`config.mk`:
```
export PLATFORM = sky130hd
export DESIGN_NAME = wtm_mul_arbiter
export DESIGN_NICKNAME = d
export VERILOG_FILES = /design/src/rtl/wtm_mul_arbiter.sv
export SDC_FILE = /design/constraint.sdc
export NUM_CORES = 1
export LEC_CHECK = 0
export BUFFER_PORTS_ARGS = -buffer_cell sky130_fd_sc_hd__buf_2
export CORE_AREA = 2 2 195 197
export DETAILED_ROUTE_END_ITERATION = 8
export DIE_AREA = 0 0 197 199
export GPL_TIMING_DRIVEN = 0
export PLACE_DENSITY_LB_ADDON = 0.25
export SYNTH_ARGS = -nofsm -noshare
export SYNTH_HDL_FRONTEND = slang
export SYNTH_SLANG_ARGS = --single-unit
```
`constraint.sdc`:
```
create_clock -name clk -period 5.9 [get_ports clk]
set_input_delay 0.885 -clock clk [delete_from_list [all_inputs] [get_ports clk]]
set_output_delay 0.885 -clock clk [all_outputs]
set_load 0.05 [all_outputs]
```
`src/rtl/wtm_mul_arbiter.sv`:
```
// wtm_mul_arbiter: round-robin front end for a shared
// pipelined wtm32 multiplier with in-order tagged results.
module wtm_mul_arbiter #(
  parameter int W       = 32,
  parameter int NREQ    = 4,
  parameter int MUL_LAT = 1,
  parameter int IDW     = $clog2(NREQ)
) (
  input  logic              clk,
  input  logic              rst,
  input  logic              en,
  input  logic [NREQ-1:0]   req_valid,
  input  logic [NREQ*W-1:0] req_a,
  input  logic [NREQ*W-1:0] req_b,
  output logic [NREQ-1:0]   req_ready,
  output logic [W-1:0]      mul_x,
  output logic [W-1:0]      mul_y,
  input  logic [2*W-1:0]    mul_s,
  output logic              res_valid,
  output logic [IDW-1:0]    res_id,
  output logic [2*W-1:0]    res_p,
  output logic              busy,
  output logic [31:0]       issue_cnt
);

  typedef struct packed {
    logic           v;
    logic [IDW-1:0] id;
  } tag_t;

  localparam logic [IDW:0]   NR   = (IDW+1)'(NREQ);
  localparam logic [IDW-1:0] LAST = IDW'(NREQ-1);

  logic [W-1:0]   opa [NREQ];
  logic [W-1:0]   opb [NREQ];
  logic [IDW-1:0] rr_ptr;
  logic [IDW-1:0] gid;
  logic [IDW-1:0] nxt_ptr;
  logic [IDW:0]   sum;
  logic           hit;
  logic           fire;
  logic           inflight;
  tag_t [MUL_LAT-1:0] tag;

  for (genvar i = 0; i < NREQ; i++) begin : g_ops
    assign opa[i] = req_a[i*W +: W];
    assign opb[i] = req_b[i*W +: W];
  end

  // Walk downward so the nearest requester after rr_ptr wins.
  always_comb begin
    gid = '0;
    hit = 1'b0;
    sum = '0;
    for (int k = NREQ-1; k >= 0; k--) begin
      sum = {1'b0, rr_ptr} + (IDW+1)'(k);
      if (sum >= NR) sum = sum - NR;
      if (req_valid[sum[IDW-1:0]]) begin
        hit = 1'b1;
        gid = sum[IDW-1:0];
      end
    end
  end

  always_comb begin
    req_ready = '0;
    if (en && !rst && hit) req_ready[gid] = 1'b1;
  end

  assign fire    = |(req_valid & req_ready);
  assign nxt_ptr = (gid == LAST) ? '0 : gid + 1'b1;

  always_comb begin
    inflight = 1'b0;
    for (int i = 0; i < MUL_LAT; i++) inflight |= tag[i].v;
  end

  assign busy = inflight | res_valid;

  always_ff @(posedge clk) begin
    if (rst) begin
      mul_x     <= '0;
      mul_y     <= '0;
      tag       <= '0;
      rr_ptr    <= '0;
      issue_cnt <= '0;
      res_valid <= 1'b0;
      res_id    <= '0;
      res_p     <= '0;
    end else begin
      if (fire) begin
        mul_x     <= opa[gid];
        mul_y     <= opb[gid];
        rr_ptr    <= nxt_ptr;
        issue_cnt <= issue_cnt + 32'd1;
      end
      tag[0] <= '{v: fire, id: gid};
      for (int i = 1; i < MUL_LAT; i++) tag[i] <= tag[i-1];
      res_valid <= tag[MUL_LAT-1].v;
      if (tag[MUL_LAT-1].v) begin
        res_id <= tag[MUL_LAT-1].id;
        res_p  <= mul_s;
      end
    end
  end

endmodule
```
After elaboration in Yosys (flattened, before gate mapping)
Index checks and enable logic that the tools add are counted.
- register bits after elaboration: 168
- output and inout port bits: 168
- logic and storage cells: 68
- mux-type cells: 30
- reductions and logical operators: 5
- add/sub/neg operators: 9
- bitwise gates (word level): 3
- $lt $le $gt $ge: 11
- equality and inequality tests: 1
- operator list (operator ; count):
    $bmux W32 S2 ; 2
    $mux W32 ; 4
    $add A32 B1 Y32 const B ; 1
    $mux W2 ; 9
    $lt A2 B3 Y1 const B ; 5
    $ge A3 B3 Y1 const B ; 4
    $mux W1 ; 9
    $bmux W1 S2 ; 4
    $sub A2 B1 Y2 const B ; 4
    $add A2 B2 Y3 const B ; 2
    $and A4 B4 Y4 ; 1
    $mux W4 ; 1
    $reduce_or A4 Y1 ; 1
    $add A2 B1 Y3 const B ; 1
    $ge A2 B3 Y1 const B ; 1
    $logic_and A1 B1 Y1 ; 3
    $not A2 Y3 ; 1
    $add A2 B1 Y2 const B ; 1
    $demux W1 S2 ; 1
    $eq A2 B2 Y1 const B ; 1
    $ge A2 B1 Y1 const B ; 1
    $logic_not A1 Y1 ; 1
    $or A1 B1 Y1 ; 1

Logic depth before layout (Yosys ltp)
Gate-level depths: netlist (run 1).
- depth in word-level cells: 16
- mapped depth: 13
- depth with buffers taken out: 10

Worst setup path after synthesis (run 1)
Ideal clock, no wire load.
- path type: input port to output port
- start point: in req_valid[2]
- end point: out req_ready[1]
- path slack: 2146 ps
- cell stages on the path: 6
- buffers on the path: 2
- data arrival time: 2869 ps
- path through: nor2b_1 > a211oi_4 > nor2_1 > buf_2 > buf_2 > nor3_1
- longest elaborated chain between the ends: 11
- ends and longest elaborated chain (what ; line ; source):
    start, declared ; 12 ; input logic [NREQ-1:0] req_valid,
    $bmux W1 S2 ; 58 ; if (req_valid[sum[IDW-1:0]]) begin
    $mux W1 (not written as such) ; 58 ;
    $mux W2 (4 in series) ; 58 ;
    $lt A2 B3 Y1 (not written as such) or $ge A2 B1 Y1 (tied branches) ; 67 ; if (en && !rst && hit) req_ready[gid] = 1'b1;
    $logic_and A1 B1 Y1 (not written as such) ; 67 ;
    $mux W1 (not written as such) ; 67 ;
    $demux W1 S2 ; 67 ;
    $mux W4 (*) ; 67 ;
    end, declared ; 15 ; output logic [NREQ-1:0] req_ready,
Every way passes the cells marked *; elsewhere a longest branch is shown, timed or not. The select of a mux whose other input is x is not followed.

Worst setup path after layout (run 1)
- start point: in req_valid[2]
- end point: reg mul_x[29]
- longest elaborated chain between the ends: 13
- ends and longest elaborated chain (what ; line ; source):
    $bmux W1 S2 ; 58 ;
    $mux W1 (not written as such) ; 58 ;
    $mux W2 (4 in series) ; 58 ;
    $lt A2 B3 Y1 (not written as such) or $ge A2 B1 Y1 (tied branches) ; 67 ;
    $logic_and A1 B1 Y1 (not written as such) ; 67 ;
    $mux W1 (not written as such) ; 67 ;
    $demux W1 S2 ; 67 ;
    $mux W4 ; 67 ;
    $and A4 B4 Y4 ; 70 ; assign fire = |(req_valid & req_ready);
    $reduce_or A4 Y1 ; 70 ;
    end signal, assigned ; 92 ; mul_x <= opa[gid];
    end, declared ; 16 ; output logic [W-1:0] mul_x,
Several ways; a longest one is shown, not always the timed one. The select of a mux whose other input is x is not followed.
A chain may end at the register's enable or synchronous reset.

==> tab_implementation.tex, run 1 <==
\begin{tabular}{lr}
\hline
Metric & Value \\
\hline
\multicolumn{2}{l}{\textbf{Global routing}} \\
\quad Overall track demand over capacity in global routing & 18.47\% \\
\quad Number of antenna violations at the first check in global routing & 13 \\
\quad Maximum number of pins on one net before global-route repair & 17 \\
\quad First-pass GRT wire length & 53840 microns \\
\quad Gr ovfl total & 0 \\
\quad Via count of the first global-routing pass & 9014 \\
\multicolumn{2}{l}{\textbf{Synthesis}} \\
\quad Cell types occupying the most area after synthesis & sky130\_fd\_sc\_hd\_\_dfxtp\_1 (42\%), sky130\_fd\_sc\_hd\_\_mux2i\_1 (17\%), sky130\_fd\_sc\_hd\_\_o221ai\_1 (6.8\%) \\
\quad Synth Warn \# & 0 \\
\quad Seq cells post-synth & 168 \\
\quad Count of different cell masters after synthesis & between 40 and 50 \\
\quad Top cells by instance count after synthesis & sky130\_fd\_sc\_hd\_\_dfxtp\_1 (168), sky130\_fd\_sc\_hd\_\_mux2i\_1 (134), sky130\_fd\_sc\_hd\_\_nor2\_1 (82), sky130\_fd\_sc\_hd\_\_nand2\_1 (75) \\
\quad Most used standard cell by instance count after synthesis & sky130\_fd\_sc\_hd\_\_dfxtp\_1 \\
\quad Post-synth top area cell & sky130\_fd\_sc\_hd\_\_dfxtp\_1 \\
\quad Cell area after synthesis & 8094 sq um \\
\quad Part of the Yosys area used for sequential elements & 41.55\% \\
\quad Number of cells produced by synthesis & 887 \\
\quad Number of synthesized flops with an enable pin & 0 \\
\quad Fraction of synthesized cell area taken by the top area cell type & 41.55\% \\
\quad Share of async-settable or async-resettable flops after synthesis & 0\% \\
\quad Average cell area after synthesis & 9.125 sq um \\
\quad Most used DFF post-synth & sky130\_fd\_sc\_hd\_\_dfxtp\_1 \\
\quad Number of nets produced by synthesis & 1217 \\
\multicolumn{2}{l}{\textbf{CTS}} \\
\quad Count of clock tree sinks & between 150 and 200 \\
\quad Post-CTS setup-driven buffer insertion count & 0 \\
\quad Buffer cell driving the clock tree root & sky130\_fd\_sc\_hd\_\_clkbuf\_16 \\
\quad Inserted Clock Buffers & 17 \\
\quad Clock tree from TritonCTS & done \\
\quad Post-cts gate resize count & 0 \\
\quad Number of buffers inserted for hold repair after clock tree synthesis & 0 \\
\quad Clock-pin slew of the registers on the worst-case setup and hold paths & 0.07 ns \\
\quad Maximum buffer depth of the clock tree & 2 \\
\quad Number of levels the H-tree was split into & 4 \\
\quad Worst-skew pair later-pin latency & around 0.46 ns \\
\multicolumn{2}{l}{\textbf{Pwr}} \\
\quad Power density of the placed cells & 288.4 nW/um\^{}2 \\
\quad Total chip power & 3391 uW \\
\quad Peak supply drop & 194.7 uV \\
\quad Leakage power of the design & 0.005275 uW \\
\multicolumn{2}{l}{\textbf{Timing}} \\
\quad Final Hold Violating Endpoints & 0 \\
\quad Setup TNS & 0 ns \\
\quad Slew Viols, Final & 0 \\
\quad Maximum frequency from static timing analysis & 228.7 MHz \\
\quad Hold WS & 0.4600 ns \\
\quad Clock Skews & 0.01674 ns \\
\quad Final setup fails & 0 \\
\quad Worst slew margin relative to its limit & 39.28\% \\
\quad Setup repair after global routing missed its margin & no \\
\quad Tightest Pin Transition & 0.9108 ns \\
\quad Final Cycle Share & 74.11\% \\
\quad Period minus WS final & roughly 4.4 ns \\
\multicolumn{2}{l}{\textbf{Worst hold path}} \\
\quad Worst min-delay path startpoint & mul\_x[24]\$\_SDFFE\_PP0P\_ \\
\quad Classification of the worst-slack hold path & flop to flop \\
\multicolumn{2}{l}{\textbf{Floorplan}} \\
\quad Initial core utilization & between 20\% and 30\% \\
\quad Count of pins on the block boundary & 495 \\
\quad Row Count & 71 \\
\quad Die Footprint & 39200 sq um \\
\quad Chip Height & 199 microns \\
\quad Width of the chip & between 150 and 200 microns \\
\quad Core footprint & 37130 sq um \\
\multicolumn{2}{l}{\textbf{Placed design}} \\
\quad Placed wire-length estimate & 29710 microns \\
\quad Placement Cell Area & 11160 sq um \\
\quad Final estimated routing congestion in global placement & 0.8652 \\
\quad Port bufs & 494 \\
\multicolumn{2}{l}{\textbf{Critical path}} \\
\quad Type of element capturing the critical path & flop \\
\quad Critical Path, Cell by Cell & buf\_2 -> nor2b\_1 -> a211oi\_4 -> nor2\_1 -> buf\_2 -> buf\_2 -> ha\_1 -> a22o\_1 -> clkbuf\_1 -> clkbuf\_1 -> a31oi\_1 -> o221ai\_1 \\
\quad Critical path's most frequent cell & sky130\_fd\_sc\_hd\_\_buf\_2 \\
\quad Worst path buffer plus inverter count & 5 \\
\quad Worst setup path startpoint & req\_valid[2] \\
\quad Startpoint of the worst register-to-register path & rr\_ptr[0]\$\_SDFFE\_PP0P\_ \\
\quad Reg2Reg Setup Slack & about 1.8 ns \\
\quad Critical path arrival & 4.74 ns \\
\quad Classification of the worst setup path & input pin to flop \\
\quad Data required time at the worst endpoint & 6.27 ns \\
\quad Longest individual stage delay on the worst path & $\sim$0.70 ns \\
\quad CP delay by family, top & buffers and inverters \\
\quad Cell with the biggest individual delay on the critical path & sky130\_fd\_sc\_hd\_\_clkbuf\_1 \\
\quad Peak fanout along the critical path & 11 \\
\quad CP startpoint kind & input pin \\
\multicolumn{2}{l}{\textbf{Layout}} \\
\quad Post-layout instance area & $\sim$12000 sq um \\
\quad Number of nets in the layout & 1730 \\
\quad Area growth from synthesis to layout & 45.26\% \\
\quad Layout cell share with drive strength beyond 1 & roughly two fifths \\
\multicolumn{2}{l}{\textbf{Routing}} \\
\quad Ratio of routed vias to standard cells & a little under 5 \\
\quad Wire length reported by the detailed router & 37690 microns \\
\quad Number of vias in the routed layout & 9119 \\
\quad DR iter-0 viols & 445 \\
\quad Wire length per cell after detailed routing & 19.93 microns \\
\quad DRC Markers & 0 \\
\quad Pre-antenna DRT Iters & 5 \\
\quad Post-DRT Antenna Nets & 0 \\
\multicolumn{2}{l}{\textbf{Outcome}} \\
\quad Run status & completed \\
\multicolumn{2}{l}{\textbf{Job}} \\
\quad Number of max-capacitance violations reported & 0 \\
\hline
\end{tabular}
## worst reg2reg max path, stage by stage (launching register included)
cell,delay [ns]
sky130_fd_sc_hd__dfxtp_1,0.33
sky130_fd_sc_hd__nor2b_1,0.30
sky130_fd_sc_hd__a211oi_4,0.10
sky130_fd_sc_hd__nor2_1,0.26
sky130_fd_sc_hd__buf_2,0.30
sky130_fd_sc_hd__buf_2,0.34
sky130_fd_sc_hd__ha_1,0.23
sky130_fd_sc_hd__a22o_1,0.25
sky130_fd_sc_hd__clkbuf_1,0.58
sky130_fd_sc_hd__clkbuf_1,0.70
sky130_fd_sc_hd__a31oi_1,0.36
sky130_fd_sc_hd__o221ai_1,0.25
## report_power, final
part,switching (uW),leakage (uW),internal (uW),total (uW)
Sequential,47.2,0.00137,1220,1270
Combinational,675,0.00361,293,969
Clock,534,0.000294,618,1150
Total,1260,0.00528,2130,3390
## cell usage in the layout, fill, tap and decap left out, types with 4 or more instances in the layout
cell type                     n
sky130_fd_sc_hd__inv_6        4
sky130_fd_sc_hd__o31ai_1     21
sky130_fd_sc_hd__nor2b_1      6
sky130_fd_sc_hd__or4_1       21
sky130_fd_sc_hd__nand2_1     75
sky130_fd_sc_hd__clkbuf_16   17
sky130_fd_sc_hd__nand4_1      9
sky130_fd_sc_hd__diode_2      4
sky130_fd_sc_hd__nor2_1      82
sky130_fd_sc_hd__o221ai_1    63
sky130_fd_sc_hd__o21ai_0      6
sky130_fd_sc_hd__or3_1        5
sky130_fd_sc_hd__nand3_1     14
sky130_fd_sc_hd__buf_2      518
sky130_fd_sc_hd__inv_1       10
sky130_fd_sc_hd__nor4_1       4
sky130_fd_sc_hd__dfxtp_1    168
sky130_fd_sc_hd__clkbuf_1    42
sky130_fd_sc_hd__a21oi_1     28
sky130_fd_sc_hd__a21boi_0    63
sky130_fd_sc_hd__buf_1       14
sky130_fd_sc_hd__a31oi_1     63
sky130_fd_sc_hd__mux2i_1    134
## logic make-up after synthesis
| logic type | synth area share (%) |
|---|---|
| AO/OA/AOI/OAI | 23.17 |
| adder cells (fa/ha/maj) | 0.4638 |
| multiplexers | 16.71 |
| buffers and inverters | 4.638 |
| XOR/XNOR | 0.1082 |
| flip-flops | 41.55 |
| AND/OR/NAND/NOR | 13.36 |
## flip-flops by register name (all words and copies together) (netlist names)
signal     cells
res_p         64
issue_cnt     32
mul_x         32
mul_y         32
res_id         2
rr_ptr         2
tag            2
inflight       1
res_valid      1
## area by class of cell
cell class,instances,area (sq um)
diodes,4,10.01
plain buffers,81,337.8
clock buffers,19,452.9
clock inverters,13,135.1
fillers,4005,25380
inverters,10,37.54
multi-input cells,628,4355
flip-flops and latches,168,3363
well taps,474,593.1
repair buffers,494,2472
## metrics by stage
| stage | setup WS (ns) | utilization (%) | cells |
|---|---|---|---|
| after detailed placement | 0.8902 | 30.05 | 1855 |
| after floorplan | 2.146 | - | 887 |
| after CTS | 1.384 | 31.64 | 1887 |
| final | 1.528 | 31.66 | 1891 |
| after global placement | 0.9089 | 30.05 | 1855 |
| after global routing | 1.192 | 31.65 | 1889 |
## per-layer routing
metal / part of all wire, % / vias up / track usage (%) / routed length, microns
met1: 40 / 4298 / 20.66 / 15010
li1: - / 4370 / - / -
met5: 0.16 / - / 0 / 62
met2: 49 / 382 / 32.51 / 18490
met4: 3.1 / 8 / 7.407 / 1184
met3: 7.8 / 61 / 5.900 / 2947
## worst paths after layout
| path | end | depth (start not counted) |
|---|---|---|
| min reg2reg | mul_x[24]$_SDFFE_PP0P_ | 2 |
| max reg2reg | mul_x[29]$_SDFFE_PP0P_ | 11 |
| min | mul_x[24]$_SDFFE_PP0P_ | 2 |
| max | mul_x[29]$_SDFFE_PP0P_ | 12 |
Note: power is estimated with default switching activity, not from simulation.
==> inputs of run 2 (changes only) <==
- ABC_AREA: default -> 1
- clock period: 5.9 -> 4.4 ns (I/O delays scaled with it)
==> run 2 against run 1 <==
Largest cell class unchanged; worst hold slack worse by 0.027 ns; clock skew is 0.0084 ns lower; highest routed layer unchanged; register-to-register slack worse by 0.82 ns.
==> tab_implementation.tex, run 2 <==
\begin{tabular}{lr}
\hline
Metric & Value \\
\hline
\multicolumn{2}{l}{\textbf{Critical path}} \\
\quad Longest individual stage delay on the worst path & $\sim$0.35 ns \\
\quad Type of element capturing the critical path & output pin \\
\quad Critical Path, Cell by Cell & buf\_4 -> nand2\_1 -> nand3\_1 -> nand2\_1 -> inv\_1 -> nand2\_1 -> nand2\_1 -> nand2\_1 -> buf\_4 -> buf\_6 -> inv\_1 -> ha\_1 -> inv\_1 -> nor2\_1 -> buf\_2 \\
\quad Peak fanout along the critical path & 10 \\
\quad Data required time at the worst endpoint & 3.74 ns \\
\quad CP delay by family, top & buffers and inverters \\
\quad Critical path arrival & $\sim$3 ns \\
\quad Cell with the biggest individual delay on the critical path & sky130\_fd\_sc\_hd\_\_dfxtp\_1 \\
\quad Classification of the worst setup path & flop to output pin \\
\quad Critical path's most frequent cell & sky130\_fd\_sc\_hd\_\_nand2\_1 \\
\quad CP startpoint kind & flop \\
\quad Reg2Reg Setup Slack & between 1 and 1.5 ns \\
\quad Worst path buffer plus inverter count & 7 \\
\multicolumn{2}{l}{\textbf{Synthesis}} \\
\quad Share of synthesized area spent on multiplexers & 0\% \\
\quad Average cell area after synthesis & 6.204 sq um \\
\quad Seq cells post-synth & 168 \\
\quad Number of nets produced by synthesis & 1980 \\
\quad Combinational family with the most area after synthesis & simple AND/OR/NAND/NOR gates \\
\quad Adder and majority cell fraction of the synthesized area & 0.3667\% \\
\quad Post-synth top area cell & sky130\_fd\_sc\_hd\_\_dfxtp\_1 \\
\quad Number of cells produced by synthesis & 1650 \\
\quad Most used DFF post-synth & sky130\_fd\_sc\_hd\_\_dfxtp\_1 \\
\quad Count of different cell masters after synthesis & 31 \\
\quad Cell types occupying the most area after synthesis & sky130\_fd\_sc\_hd\_\_dfxtp\_1 (33\%), sky130\_fd\_sc\_hd\_\_nand3\_1 (13\%), sky130\_fd\_sc\_hd\_\_inv\_1 (11\%) \\
\quad Synth Warn \# & 0 \\
\quad Part of the Yosys area used for sequential elements & 32.86\% \\
\quad Number of synthesized flops with an enable pin & 0 \\
\quad Share of async-settable or async-resettable flops after synthesis & 0\% \\
\quad Compound-cell area share of the yosys netlist & 7.530\% \\
\quad Cell area after synthesis & 10240 sq um \\
\quad Top cells by instance count after synthesis & sky130\_fd\_sc\_hd\_\_inv\_1 (297), sky130\_fd\_sc\_hd\_\_nand2\_1 (289), sky130\_fd\_sc\_hd\_\_nand3\_1 (268), sky130\_fd\_sc\_hd\_\_nor2\_1 (217), sky130\_fd\_sc\_hd\_\_dfxtp\_1 (168) \\
\quad Fraction of synthesized cell area taken by the top area cell type & 32.86\% \\
\quad Most used standard cell by instance count after synthesis & sky130\_fd\_sc\_hd\_\_inv\_1 \\
\quad Area fraction in and, or, nand and nor cells after synthesis & 41.03\% \\
\quad XOR/XNOR Fraction of Synth Area & 1.027\% \\
\multicolumn{2}{l}{\textbf{Floorplan}} \\
\quad Core footprint & 37130 sq um \\
\quad Width of the chip & 197 microns \\
\quad Initial core utilization & between 20\% and 30\% \\
\quad Row Count & 71 \\
\quad Die Footprint & $\sim$40000 sq um \\
\quad Chip Height & 199 microns \\
\quad Count of pins on the block boundary & 495 \\
\multicolumn{2}{l}{\textbf{Outcome}} \\
\quad Run status & completed \\
\multicolumn{2}{l}{\textbf{CTS}} \\
\quad Maximum buffer depth of the clock tree & 2 \\
\quad Number of buffers inserted for hold repair after clock tree synthesis & 0 \\
\quad Post-CTS setup-driven buffer insertion count & 0 \\
\quad Clock-pin slew of the registers on the worst-case setup and hold paths & 0.08 ns \\
\quad Number of levels the H-tree was split into & 4 \\
\quad Post-cts gate resize count & 0 \\
\quad Inserted Clock Buffers & 17 \\
\quad Count of clock tree sinks & about 170 \\
\quad Clock tree from TritonCTS & done \\
\quad Buffer cell driving the clock tree root & sky130\_fd\_sc\_hd\_\_clkbuf\_16 \\
\quad Worst-skew pair later-pin latency & about 0.45 ns \\
\multicolumn{2}{l}{\textbf{Layout}} \\
\quad Register with the most flip-flops & res\_p \\
\quad Largest register FFs & 64 \\
\quad Most common library cell in the layout ignoring fill and taps & sky130\_fd\_sc\_hd\_\_buf\_2 \\
\quad Layout cell share with drive strength beyond 1 & 27.86\% \\
\quad Area growth from synthesis to layout & 36.54\% \\
\quad Commonest non-fill, non-tap cells in the layout & sky130\_fd\_sc\_hd\_\_buf\_2 (540), sky130\_fd\_sc\_hd\_\_inv\_1 (297), sky130\_fd\_sc\_hd\_\_nand2\_1 (289) \\
\quad Final-layout fill cell count & 4153 \\
\quad Number of nets in the layout & 2492 \\
\quad Share of the core filled with cells in the final layout & 37.64\% \\
\multicolumn{2}{l}{\textbf{Global routing}} \\
\quad Via count of the first global-routing pass & 11830 \\
\quad Maximum number of pins on one net before global-route repair & 17 \\
\quad Number of antenna violations at the first check in global routing & 14 \\
\quad Gr ovfl total & 0 \\
\quad Overall track demand over capacity in global routing & a little under a quarter \\
\quad First-pass GRT wire length & between 60000 and 70000 microns \\
\multicolumn{2}{l}{\textbf{Timing}} \\
\quad Worst slew margin relative to its limit & 46.87\% \\
\quad Final Hold Violating Endpoints & 0 \\
\quad Maximum frequency from static timing analysis & $\sim$280 MHz \\
\quad Clock Skews & 0.008294 ns \\
\quad Slew Viols, Final & 0 \\
\quad Final Cycle Share & 82.49\% \\
\quad Final worst setup slack & between 0.7 and 0.8 ns \\
\quad Final setup fails & 0 \\
\quad Tightest Pin Transition & 0.7970 ns \\
\quad Period minus WS final & roughly 3.6 ns \\
\quad Setup repair after global routing missed its margin & no \\
\quad Setup TNS & 0 ns \\
\multicolumn{2}{l}{\textbf{Routing}} \\
\quad Number of vias in the routed layout & 12340 \\
\quad DRT met1 WL & 20550 microns \\
\quad Pre-antenna DRT Iters & 5 \\
\quad Wire length reported by the detailed router & approximately 46000 microns \\
\quad Wire length per cell after detailed routing & 17.19 microns \\
\quad DR iter-0 viols & 756 \\
\quad DRC Markers & 0 \\
\quad Routed wire length on met2 & around 22000 microns \\
\quad Topmost layer with routed signal wires & met5 \\
\quad Ratio of routed vias to standard cells & 4.640 \\
\quad Post-DRT Antenna Nets & 0 \\
\quad Length of routed met3 wiring & $\sim$2600 microns \\
\multicolumn{2}{l}{\textbf{Placed design}} \\
\quad Final estimated routing congestion in global placement & approximately 0.96 \\
\quad Setup WS pre-CTS & 0.5554 ns \\
\quad Port bufs & 493 \\
\quad Placed wire-length estimate & 35940 microns \\
\multicolumn{2}{l}{\textbf{Pwr}} \\
\quad Total chip power & 9618 uW \\
\quad Peak supply drop & 298.0 uV \\
\quad Leakage power of the design & 0.007986 uW \\
\quad Power density of the placed cells & 688.2 nW/um\^{}2 \\
\multicolumn{2}{l}{\textbf{Worst hold path}} \\
\quad Classification of the worst-slack hold path & input pin to flop \\
\multicolumn{2}{l}{\textbf{Job}} \\
\quad Number of max-capacitance violations reported & 0 \\
\hline
\end{tabular}
[run 2: cell count changes after synthesis, sizes merged, moves of 11 or more]
| cell | previous run | this run |
|---|---|---|
| a21boi | 63 | 0 |
| buf | 39 | 79 |
| o21ai | 6 | 121 |
| or4 | 21 | 0 |
| inv | 10 | 299 |
| clkbuf | 42 | 31 |
| mux2i | 134 | 0 |
| nand2 | 75 | 294 |
| o31ai | 22 | 0 |
| nand3b | 0 | 105 |
| nor2 | 82 | 217 |
| nand3 | 15 | 268 |
| a31oi | 63 | 1 |
| o221ai | 63 | 0 |
[run 2: worst min-delay path: cells and delay by family]
kind / cells / cell delay (ns)
and+or+nand+nor: 2 / 0.11
buffers and inverters: 1 / 0.08
[run 2: worst paths after layout]
check	start	cells past startpoint	endpoint
hold reg to reg	tag[0]$_SDFF_PP0_	2	res_id[0]$_SDFFE_PP0P_
setup / recovery	rr_ptr[0]$_SDFFE_PP0P_	15	req_ready[2]
hold / removal	mul_s[38]	3	res_p[38]$_SDFFE_PP0P_
setup reg to reg	rr_ptr[0]$_SDFFE_PP0P_	20	mul_y[29]$_SDFFE_PP0P_
[run 2: per-stage QoR]
stage          hold slack, ns  std cells  instance area (sq um)
2_1_floorplan          0.4307       1650                  10240
3_3_place_gp           0.4448       2617                  13300
3_5_place_dp           0.4470       2617                  13300
4_1_cts                0.4086       2649                  13950
5_1_grt                0.4192       2659                  13980
6_report               0.4334       2659                  13980
[run 2: cells by family after synthesis]
group / after synthesis
compound gates: 153
xor+xnor: 12
fa+ha+maj: 3
buf+inv: 410
flops: 168
simple gates: 904
[run 2: area by class of cell]
| type | count | area [sq um] | area share, % |
|---|---|---|---|
| antenna | 10 | 25.02 | 0.1791 |
| buffer | 110 | 633.1 | 4.530 |
| clock buffer | 19 | 442.9 | 3.169 |
| clock inverter | 13 | 211.5 | 1.513 |
| inverter | 300 | 1126 | 8.057 |
| multi-input combinational | 1072 | 5114 | 36.59 |
| sequential | 168 | 3363 | 24.06 |
| tap | 474 | 593.1 | 4.244 |
| timing repair buffer | 493 | 2467 | 17.65 |
[run 2: metal layers]
| layer | global-route usage, % | vias up |
|---|---|---|
| met5 | 0 | - |
| met4 | 7.018 | 6 |
| met3 | 4.527 | 55 |
| met2 | 38.62 | 423 |
| met1 | 29.33 | 5664 |
| li1 | - | 6189 |
[run 2: power by group]
| part | total [uW] | switching, uW | internal [uW] |
|---|---|---|---|
| Clock | 1710 | 726 | 988 |
| Sequential | 2110 | 199 | 1910 |
| Combinational | 5800 | 4180 | 1620 |
| Total | 9620 | 5110 | 4510 |
==> inputs of run 3 (changes only) <==
- clock period: 4.4 -> 3.7 ns (I/O delays scaled with it)
==> run 3 against run 2 <==
Sequential power rose by 18%; largest cell class unchanged; utilization rose by 0.054 points; flip-flop and latch count did not move; first-iteration DRC count rose by 0.26%; via count barely moved; critical path depth did not move; critical path type unchanged.
==> tab_implementation.tex, run 3 (synthesis results as in run 2) <==
\begin{tabular}{lr}
\hline
Metric & Value \\
\hline
\multicolumn{2}{l}{\textbf{Outcome}} \\
\quad Run status & completed \\
\multicolumn{2}{l}{\textbf{Layout}} \\
\quad Layout cell share with drive strength beyond 1 & between 20 and 30\% \\
\quad Area growth from synthesis to layout & 36.73\% \\
\quad Commonest non-fill, non-tap cells in the layout & sky130\_fd\_sc\_hd\_\_buf\_2 (538), sky130\_fd\_sc\_hd\_\_inv\_1 (296), sky130\_fd\_sc\_hd\_\_nand2\_1 (288) \\
\quad Number of nets in the layout & roughly 2500 \\
\quad Post-layout instance area & 14000 sq um \\
\quad Register with the most flip-flops & res\_p \\
\quad Share of the core filled with cells in the final layout & 37.69\% \\
\quad Most common library cell in the layout ignoring fill and taps & sky130\_fd\_sc\_hd\_\_buf\_2 \\
\quad Largest register FFs & 64 \\
\multicolumn{2}{l}{\textbf{Pwr}} \\
\quad Total net switching power & 6076 uW \\
\quad Portion of total power attributed to combinational logic & 60.3\% \\
\quad Proportion of power drawn by flip-flops and latches & 21.9\% \\
\quad Switching power as a share of total power & 53.04\% \\
\quad Clock share of power & 17.8\% \\
\quad Total chip power & 11460 uW \\
\quad Peak supply drop & 354.3 uV \\
\quad Cell-internal power & between 5000 and 6000 uW \\
\quad Leakage power of the design & 0.007983 uW \\
\quad Power density of the placed cells & between 800 and 900 nW/um\^{}2 \\
\multicolumn{2}{l}{\textbf{Timing}} \\
\quad Maximum frequency from static timing analysis & 289.9 MHz \\
\quad Final setup fails & 0 \\
\quad Slew Viols, Final & 0 \\
\quad Hold WS & 0.3273 ns \\
\quad Tightest Pin Transition & between 0.7 and 0.8 ns \\
\quad Final Hold Violating Endpoints & 0 \\
\quad Period minus WS final & 3.449 ns \\
\quad Clock Skews & 0.008417 ns \\
\quad Final worst setup slack & around 0.25 ns \\
\quad Worst slew margin relative to its limit & 47.28\% \\
\quad Final Cycle Share & 93.23\% \\
\quad Setup repair after global routing missed its margin & no \\
\multicolumn{2}{l}{\textbf{Placed design}} \\
\quad Setup WS pre-CTS & -0.03963 ns \\
\quad Port bufs & about 500 \\
\quad Placed wire-length estimate & 35940 microns \\
\quad Final estimated routing congestion in global placement & 0.9570 \\
\quad Placement Cell Area & 13300 sq um \\
\multicolumn{2}{l}{\textbf{Worst hold path}} \\
\quad Classification of the worst-slack hold path & input pin to flop \\
\quad Number of cells on the worst hold path & 3 \\
\quad Worst min-delay path startpoint & mul\_s[38] \\
\quad Terminating pin of the worst hold path & res\_p[38]\$\_SDFFE\_PP0P\_ \\
\multicolumn{2}{l}{\textbf{Critical path}} \\
\quad Critical path arrival & about 2.9 ns \\
\quad Type of element capturing the critical path & output pin \\
\quad Classification of the worst setup path & flop to output pin \\
\quad Reg-to-reg critical path endpoint & mul\_x[19]\$\_SDFFE\_PP0P\_ \\
\quad Reg2Reg Setup Slack & about 0.37 ns \\
\quad CP startpoint kind & flop \\
\quad Startpoint of the worst register-to-register path & rr\_ptr[0]\$\_SDFFE\_PP0P\_ \\
\quad Critical Path, Cell by Cell & buf\_4 -> nand2\_1 -> nand3\_1 -> nand2\_1 -> clkinv\_1 -> o21ai\_2 -> nand2\_2 -> nand2\_4 -> inv\_1 -> buf\_2 -> clkbuf\_4 -> ha\_1 -> inv\_1 -> nor2\_1 -> buf\_2 \\
\quad Cell with the biggest individual delay on the critical path & sky130\_fd\_sc\_hd\_\_dfxtp\_1 \\
\quad Data required time at the worst endpoint & $\sim$3.1 ns \\
\quad R2R depth & 20 \\
\quad Longest individual stage delay on the worst path & 0.35 ns \\
\quad Peak fanout along the critical path & 11 \\
\multicolumn{2}{l}{\textbf{Global routing}} \\
\quad Gr ovfl total & 0 \\
\quad Maximum number of pins on one net before global-route repair & 17 \\
\quad First-pass GRT wire length & 67920 microns \\
\quad Number of antenna violations at the first check in global routing & 14 \\
\quad Via count of the first global-routing pass & 11830 \\
\quad Overall track demand over capacity in global routing & between 20\% and 30\% \\
\multicolumn{2}{l}{\textbf{Routing}} \\
\quad Ratio of routed vias to standard cells & 4.633 \\
\quad Wire length per cell after detailed routing & roughly 17 microns \\
\quad DR iter-0 viols & 758 \\
\quad Wire length reported by the detailed router & around 46000 microns \\
\quad Post-DRT Antenna Nets & 0 \\
\quad Pre-antenna DRT Iters & 5 \\
\quad DRC Markers & 0 \\
\quad Number of vias in the routed layout & roughly 12000 \\
\multicolumn{2}{l}{\textbf{Floorplan}} \\
\quad Core footprint & 37130 sq um \\
\quad Chip Height & between 150 and 200 microns \\
\quad Initial core utilization & 27.57\% \\
\quad Row Count & 71 \\
\quad Die Footprint & roughly 40000 sq um \\
\quad Count of pins on the block boundary & 495 \\
\quad Width of the chip & roughly 200 microns \\
\multicolumn{2}{l}{\textbf{CTS}} \\
\quad Clock tree from TritonCTS & done \\
\quad Number of levels the H-tree was split into & 4 \\
\quad Post-CTS setup-driven buffer insertion count & 0 \\
\quad Clock-pin slew of the registers on the worst-case setup and hold paths & 0.08 ns \\
\quad Inserted Clock Buffers & 17 \\
\quad Worst-skew pair later-pin latency & 0.45 ns \\
\quad Buffer cell driving the clock tree root & sky130\_fd\_sc\_hd\_\_clkbuf\_16 \\
\quad Count of clock tree sinks & 168 \\
\quad Maximum buffer depth of the clock tree & 2 \\
\multicolumn{2}{l}{\textbf{Job}} \\
\quad Number of max-capacitance violations reported & 0 \\
\hline
\end{tabular}
-- run 3: changes by cell type in the layout (fill, tap and decap cells not counted) --
cell,previous run,this run
sky130_fd_sc_hd__buf_2,540,538
sky130_fd_sc_hd__clkbuf_4,0,2
sky130_fd_sc_hd__clkinvlp_4,0,1
sky130_fd_sc_hd__buf_6,16,17
sky130_fd_sc_hd__diode_2,10,12
sky130_fd_sc_hd__inv_1,297,296
sky130_fd_sc_hd__nand2_1,289,288
sky130_fd_sc_hd__nand2_2,2,3
sky130_fd_sc_hd__buf_4,8,7
-- run 3: repair_timing --
item                       in CTS  in global routing
setup endpoints to repair       0                  5
hold buffers                    0                  0
resized for setup               0                  5
-- run 3: routing by layer --
layer	share of wire, %	GRT usage (%)	up-vias	routed length [microns]
met5	0.090	0	-	41
met4	2.0	7.018	6	908
met3	6.0	4.527	62	2727
met2	47	38.62	412	21570
met1	45	29.33	5658	20430
li1	-	-	6190	-
-- run 3: power groups by stage --
stage	combinational [uW]	sequential (uW)	clock, uW
CTS	6920	2500	2100
global placement	6870	2530	0
global route	7550	2560	2140
finish	6910	2500	2040
floorplan	3350	4010	0
detailed placement	6910	2540	0
-- run 3: metrics by stage --
| stage | setup TNS, ns | std cells |
|---|---|---|
| 3_5_place_dp | -0.04076 | 2617 |
| 4_1_cts | 0 | 2649 |
| 6_report | 0 | 2661 |
| 5_1_grt | 0 | 2659 |
| 3_3_place_gp | 0 | 2617 |
| 2_1_floorplan | 0 | 1650 |
-- run 3: how the worst max path moves through the flow --
stage	startpoint	to	slack [ns]	cells after the start
2_1_floorplan	req_valid[3]	req_ready[2]	0.67	13
3_3_place_gp	req_valid[3]	mul_x[19]$_SDFFE_PP0P_	0.008	20
3_5_place_dp	req_valid[3]	mul_x[19]$_SDFFE_PP0P_	-0.04	20
4_1_cts	rr_ptr[0]$_SDFFE_PP0P_	req_ready[3]	0.11	15
5_1_grt	rr_ptr[0]$_SDFFE_PP0P_	req_ready[3]	0.02	15
6_report	rr_ptr[0]$_SDFFE_PP0P_	req_ready[3]	0.25	15
-- run 3: cell type report --
type / instances / area, sq um
inverter: 300 / 1130
sequential: 168 / 3363
buffer: 110 / 639.4
antenna: 12 / 30.03
timing repair buffer: 493 / 2470
tap: 474 / 593.1
multi-input combinational: 1072 / 5116
clock inverter: 13 / 211.5
clock buffer: 19 / 442.9
fill: 4155 / 23140
-- run 3: critical path, delay by kind of cell, from the launching register on --
kind,cells,cell delay (ns)
compound gates,1,0.05
fa+ha+maj,1,0.22
buf+inv,7,1.25
flops,1,0.35
simple gates,6,0.58
